File: src/rtl/pad_mux_seq.sv
// pad_mux_seq
//   Shares the bidirectional GPIO pads between the GPIO controller and the
//   alternate-function peripherals. When the requested owner of one or more
//   pads changes, those pads are isolated (driver released, receiver gated)
//   for SETTLE_CYCLES cycles plus one swap cycle. Ownership is then swapped
//   and the pads are re-enabled under the new owner. Pads that do not change
//   owner are never disturbed.
//
// Optional build macro:
//   PAD_SYNC_EN - adds a 2-flop synchroniser on every pad_c_i bit before
//                 capture. Input latency becomes 3 cycles, and capture gating
//                 uses the iso mask delayed to line up with the synchronised
//                 sample.
//
// Ports:
//   clk, rst      core clock, synchronous active-high reset
//   mux_req_i     requested owner per pad (1 = alternate, 0 = GPIO)
//   gpio_out_i    GPIO drive value
//   gpio_dir_i    GPIO direction (1 = output)
//   gpio_pe_i     GPIO pull enable
//   gpio_in_o     pad value returned to GPIO
//   alt_out_i     alternate-function drive value
//   alt_oe_i      alternate-function output enable (1 = drive)
//   alt_in_o      pad value returned to the alternate function
//   pad_c_i       pad receiver output (C)
//   pad_i_o       pad driver input (I)
//   pad_oen_o     pad output enable, active-low
//   pad_ie_o      pad input enable
//   pad_pe_o      pad pull enable
//   mux_cur_o     committed owner per pad
//   busy_o        a switch sequence is in progress
module pad_mux_seq #(
    parameter int                     NUM_PADS      = 9,
    parameter int                     SETTLE_CYCLES = 4,
    parameter logic [NUM_PADS-1:0]    ALT_IDLE      = {NUM_PADS{1'b1}}
) (
    input  logic                clk,
    input  logic                rst,
    input  logic [NUM_PADS-1:0] mux_req_i,
    input  logic [NUM_PADS-1:0] gpio_out_i,
    input  logic [NUM_PADS-1:0] gpio_dir_i,
    input  logic [NUM_PADS-1:0] gpio_pe_i,
    output logic [NUM_PADS-1:0] gpio_in_o,
    input  logic [NUM_PADS-1:0] alt_out_i,
    input  logic [NUM_PADS-1:0] alt_oe_i,
    output logic [NUM_PADS-1:0] alt_in_o,
    input  logic [NUM_PADS-1:0] pad_c_i,
    output logic [NUM_PADS-1:0] pad_i_o,
    output logic [NUM_PADS-1:0] pad_oen_o,
    output logic [NUM_PADS-1:0] pad_ie_o,
    output logic [NUM_PADS-1:0] pad_pe_o,
    output logic [NUM_PADS-1:0] mux_cur_o,
    output logic                busy_o
);

    typedef enum logic [1:0] {
        ST_IDLE   = 2'd0,
        ST_DRAIN  = 2'd1,
        ST_SWITCH = 2'd2
    } state_t;

    localparam logic [7:0] CNT_LOAD = 8'(SETTLE_CYCLES - 1);

    state_t              state_q, state_d;
    logic [7:0]          cnt_q, cnt_d;
    logic [NUM_PADS-1:0] iso_q, iso_d;
    logic [NUM_PADS-1:0] cur_q, cur_d;

    logic [NUM_PADS-1:0] pad_i_q, pad_i_d;
    logic [NUM_PADS-1:0] pad_oen_q, pad_oen_d;
    logic [NUM_PADS-1:0] pad_ie_q, pad_ie_d;
    logic [NUM_PADS-1:0] pad_pe_q, pad_pe_d;
    logic [NUM_PADS-1:0] gpio_in_q, gpio_in_d;
    logic [NUM_PADS-1:0] alt_in_q, alt_in_d;

    logic [NUM_PADS-1:0] drive_en;
    logic [NUM_PADS-1:0] c_cap;
    logic [NUM_PADS-1:0] iso_gate;

`ifdef PAD_SYNC_EN
    logic [NUM_PADS-1:0] sync1_q, sync1_d;
    logic [NUM_PADS-1:0] sync2_q, sync2_d;
    logic [NUM_PADS-1:0] iso_dly1_q, iso_dly1_d;
    logic [NUM_PADS-1:0] iso_dly2_q, iso_dly2_d;

    // The synchronised sample is two cycles old, so gate it with the
    // isolation mask from the cycle in which it was taken.
    always_comb begin
        sync1_d    = pad_c_i;
        sync2_d    = sync1_q;
        iso_dly1_d = iso_q;
        iso_dly2_d = iso_dly1_q;
        c_cap      = sync2_q;
        iso_gate   = iso_dly2_q;
    end

    always_ff @(posedge clk) begin
        if (rst) begin
            sync1_q    <= '0;
            sync2_q    <= '0;
            iso_dly1_q <= '0;
            iso_dly2_q <= '0;
        end else begin
            sync1_q    <= sync1_d;
            sync2_q    <= sync2_d;
            iso_dly1_q <= iso_dly1_d;
            iso_dly2_q <= iso_dly2_d;
        end
    end
`else
    always_comb begin
        c_cap    = pad_c_i;
        iso_gate = iso_q;
    end
`endif

    // State register and all registered outputs
    always_ff @(posedge clk) begin
        if (rst) begin
            state_q   <= ST_IDLE;
            cnt_q     <= '0;
            iso_q     <= '0;
            cur_q     <= '0;
            pad_i_q   <= '0;
            pad_oen_q <= '1;
            pad_ie_q  <= '0;
            pad_pe_q  <= '0;
            gpio_in_q <= '0;
            alt_in_q  <= ALT_IDLE;
        end else begin
            state_q   <= state_d;
            cnt_q     <= cnt_d;
            iso_q     <= iso_d;
            cur_q     <= cur_d;
            pad_i_q   <= pad_i_d;
            pad_oen_q <= pad_oen_d;
            pad_ie_q  <= pad_ie_d;
            pad_pe_q  <= pad_pe_d;
            gpio_in_q <= gpio_in_d;
            alt_in_q  <= alt_in_d;
        end
    end

    // Next-state logic. Requests are only sampled in IDLE, so changes made
    // while a sequence runs are picked up on the first IDLE cycle.
    always_comb begin
        state_d = state_q;
        cnt_d   = cnt_q;
        iso_d   = iso_q;
        cur_d   = cur_q;
        case (state_q)
            ST_IDLE: begin
                if (|(mux_req_i ^ cur_q)) begin
                    iso_d   = mux_req_i ^ cur_q;
                    cnt_d   = CNT_LOAD;
                    state_d = ST_DRAIN;
                end
            end
            ST_DRAIN: begin
                if (cnt_q == 8'd0) begin
                    state_d = ST_SWITCH;
                end else begin
                    cnt_d = cnt_q - 8'd1;
                end
            end
            ST_SWITCH: begin
                cur_d   = cur_q ^ iso_q;
                iso_d   = '0;
                state_d = ST_IDLE;
            end
            default: begin
                iso_d   = '0;
                state_d = ST_IDLE;
            end
        endcase
    end

    // Output logic. Pad controls are computed from the next iso mask and
    // owner so isolation takes effect on the very edge a request is accepted
    // and the new owner drives on the edge that leaves SWITCH.
    always_comb begin
        busy_o    = (state_q != ST_IDLE);
        drive_en  = (cur_d & alt_oe_i) | (~cur_d & gpio_dir_i);
        pad_i_d   = ~iso_d & ((cur_d & alt_out_i) | (~cur_d & gpio_out_i));
        pad_oen_d = iso_d | ~drive_en;
        pad_ie_d  = ~iso_d & ~drive_en;
        pad_pe_d  = ~iso_d & ~cur_d & gpio_pe_i;

        // GPIO return holds unless the pad is GPIO-owned and not isolated.
        gpio_in_d = (~cur_q & ~iso_gate & c_cap)
                  | ((cur_q | iso_gate) & gpio_in_q);

        // Alternate return is forced to ALT_IDLE whenever the pad is not
        // alt-owned (aligned with mux_cur_o), else samples or holds.
        alt_in_d  = (~cur_d & ALT_IDLE)
                  | (cur_d & cur_q & ~iso_gate & c_cap)
                  | (cur_d & ~(cur_q & ~iso_gate) & alt_in_q);
    end

    assign pad_i_o   = pad_i_q;
    assign pad_oen_o = pad_oen_q;
    assign pad_ie_o  = pad_ie_q;
    assign pad_pe_o  = pad_pe_q;
    assign gpio_in_o = gpio_in_q;
    assign alt_in_o  = alt_in_q;
    assign mux_cur_o = cur_q;

endmodule

File: config.mk
export PLATFORM = sky130hd
export DESIGN_NAME = pad_mux_seq
export DESIGN_NICKNAME = d
export VERILOG_FILES = /design/src/rtl/pad_mux_seq.sv
export SDC_FILE = /design/constraint.sdc
export NUM_CORES = 1
export LEC_CHECK = 0
export CORE_UTILIZATION = 35
export DETAILED_ROUTE_END_ITERATION = 10
export GPL_TIMING_DRIVEN = 0
export PLACE_DENSITY = 0.66
export SLEW_MARGIN = 10
export SYNTH_ARGS = -nofsm -noshare
export SYNTH_HDL_FRONTEND = slang
export SYNTH_SLANG_ARGS = --single-unit
File: constraint.sdc
create_clock -name clk -period 2 [get_ports clk]
set_clock_uncertainty 0.1 [all_clocks]
set_input_delay 0.4 -clock clk [delete_from_list [all_inputs] [get_ports clk]]
set_output_delay 0.4 -clock clk [all_outputs]
set_load 0.01 [all_outputs]
==> results of run 1 <==
-- repair_timing --
| action | 4_1_cts | 5_1_grt |
|---|---|---|
| setup endpoints to repair | 44 | 40 |
| gates cloned | 0 | 1 |
| buffers inserted | 0 | 6 |
| pin swaps | 0 | 2 |
| resized for setup | 28 | 21 |
-- report_power, final --
part / switching (µW) / internal [µW] / total, µW
clock: 646 / 466 / 1110
sequential: 96.9 / 1760 / 1860
combinational: 486 / 537 / 1020
total: 1230 / 2770 / 3990
-- worst paths after layout --
path                                   start  slack, ps          end
worst min register to register   alt_in_o[2]        380  alt_in_o[2]
worst max register to register  mux_cur_o[2]         60   pad_i_o[7]
worst min-delay path             alt_in_o[2]        380  alt_in_o[2]
worst max-delay path            mux_req_i[2]          9   pad_i_o[7]
-- per-stage QoR --
step / setup TNS, ps / utilization / std cells
after detailed placement: -22200 / 0.494 / 654
after CTS: 0 / 0.521 / 670
final: 0 / 0.536 / 677
after global placement: -23280 / 0.494 / 654
after floorplan: 0 / - / 386
after global routing: -182 / 0.536 / 677
-- routing by layer --
| metal | wire length, µm | track usage | vias up | share of wire |
|---|---|---|---|---|
| li1 | - | - | 1673 | - |
| met1 | 4640 | 0.235 | 1610 | 0.43 |
| met2 | 5350 | 0.320 | 111 | 0.50 |
| met3 | 693 | 0.0521 | 8 | 0.064 |
| met4 | 87 | 0.0538 | 0 | 0.0081 |
| met5 | 0 | 0 | - | 0 |
-- critical path, delay by kind of cell --
family          cells  cell delay [ps]
buf+inv             3              800
xor+xnor            1              270
simple gates        2              550
compound gates      1               80
-- kinds of logic after synthesis --
kind of cell,after synthesis
and+or+nand+nor,96
DFF,82
AOI/OAI and AO/OA,80
buffers and inverters,46
muxes,39
adders and majority gates,29
xor gates and xnor gates,14
-- placed cells by master, fill, tap and decap left out, types with 8 or more instances in the layout --
cell,n
a22oi_1,9
nand2_1,30
a211oi_1,25
dfxtp_2,8
nor3_1,9
inv_1,29
nor2_1,25
clkdlybuf4s50_1,127
clkbuf_8,9
mux2i_1,21
a21oi_1,9
dfxtp_1,70
ha_1,29
-- layout make-up --
class	count	area (µm²)
Timing Repair Buffer	135	1360
Multi-Input combinational cell	258	2200
Tap cell	140	175
Buffer	14	92.6
Fill cell	983	5030
Clock buffer	10	128
Sequential cell	82	1670
Inverter	32	126
Clock inverter	6	51.3
==> key figures, run 1 <==
Route
  • TritonRoute pass-1 iters: 4
  • WL/cell: 15.9 µm
  • Drt total wl: about 11 mm
  • DR vias/cell: 5.03
  • Final ANT Viol Nets: 0
  • DRC: 0
  • Via Count: around 3.4k
  • Iteration-0 DRC Markers: 125

Yosys
  • Synth Area in Compound Gates: 0.170
  • Mux cell area share after synthesis: 0.107
  • Synth top area share: 0.421
  • XOR/XNOR Fraction of Synth Area: 0.0314
  • Most numerous cell in the Yosys netlist: dfxtp_1
  • Sequential share of the synthesized area: 0.421
  • Mean Syn Cell Area: 10.1 µm²
  • Synthesized area: ~0.004 mm²
  • Synth Flop Type: dfxtp_1
  • Synth Warn #: 0
  • Async S/R FF share, synth: 0
  • Largest family of logic cells by synthesized area: compound AO/OA/AOI/OAI gates
  • Number of distinct library cells after synthesis: between 50 and 60
  • Post-synth EDFFs: 0
  • Most frequent cells after synthesis: 82 x dfxtp_1, 30 x nand2_1, 29 x ha_1, 29 x inv_1, 29 x mux2i_1
  • Post-synth top area cell: dfxtp_1
  • FF+latch count, synth: 82
  • Post-Synth Adder-Cell Area: 0.0930
  • Top post-synthesis cells by area: dfxtp_1 42%, ha_1 9.3%, mux2i_1 7.4%
  • Synth Area in Simple Gates: 0.128
  • Synth Net Count: 480
  • Syn Inst Count: 386

Die
  • Die Y: between 100 and 150 µm
  • Die ar.: approximately 0.012 mm²
  • Row Count: 38
  • Starting density of the core: 0.360
  • I/O Pins: 129
  • Core area: 0.0108 mm²
  • Die Span X: 108 µm

Timing
  • Min cycle time layout: roughly 2000 ps
  • Final slew viol count: 0
  • # setup viols final: 0
  • RSZ-0062 raised after global routing: yes
  • Final worst slack: 8.55 ps
  • Hold Slack: about 380 ps
  • Final hold violations: 0
  • Slew @ Worst Pin: 805 ps
  • Max Fclk: about 500 MHz
  • Period Utilization, post-route: 0.996
  • Worst slew margin: 0.463

Clock tree
  • Num CTS Buffers: 9
  • Clock root cell: clkbuf_8
  • CTS sink cnt: about 80
  • # hold bufs at CTS: 0
  • Clk slew on worst S/H paths: 90 ps
  • TritonCTS clock tree: built
  • Clk buf depth: 2
  • Worst skew pair latency: 360 ps
  • H-tree depth: 3

Power and ir drop
  • PD cells: around 700 mW/mm²
  • Static Leakage: about 0.0023 µW
  • Worst vdd ir: 0.328 mV
  • Tot Pwr: 3990 µW

Place
  • Pre-CTS setup slack: -609 ps
  • Gpl congestion: 0.804
  • PortBufs: 128
  • DP Area: around 0.0054 mm²
  • Detailed placer's ending HPWL: 7.90 mm

Critical path
  • Path depth of the worst reg2reg path: 6
  • CP Data Required Time: between 2000 and 2500 ps
  • Crit path max fanout: 10
  • Slowest Stage Delay on Critical Path: 410 ps
  • Crit start category: input port
  • CP Data Arrival Time: 2110 ps
  • CP cell instances: clkdlybuf4s50_1 > xnor2_1 > and4_1 > buf_2 > and4_4 > buf_6 > a2111oi_4
  • Setup CP Type: in2reg
  • Crit. End Element: register
  • Slowest cell on the critical path: clkdlybuf4s50_1

Global route
  • Vias in the first global route: 3,397
  • First-pass GRT wire length: roughly 17 mm
  • Largest net degree at the start of global routing: 16
  • GRT overflow: 0
  • Initial antenna violation count: 0
  • GR Util All Layers: 0.190

Hold path
  • WHS Path Cells: 2
  • HP Class: reg2reg

Final layout
  • Share of post-route cells with drive strength above 1: 0.149
  • Final Cell Area: between 0.005 and 0.006 mm²
  • ANT cells: 0
  • Synth-to-layout area growth: 48.8%
  • Final nets: 626

Job
  • Max-cap check violation count: 0

Status
  • Status: completed
No activity file was read; power rests on OpenSTA's default activity.
==> inputs of run 2 (changes only) <==
Settings changed: CAP_MARGIN set to 10.
==> results of run 2 <==
Final layout, timing and power as in run 1 (identical DEF).
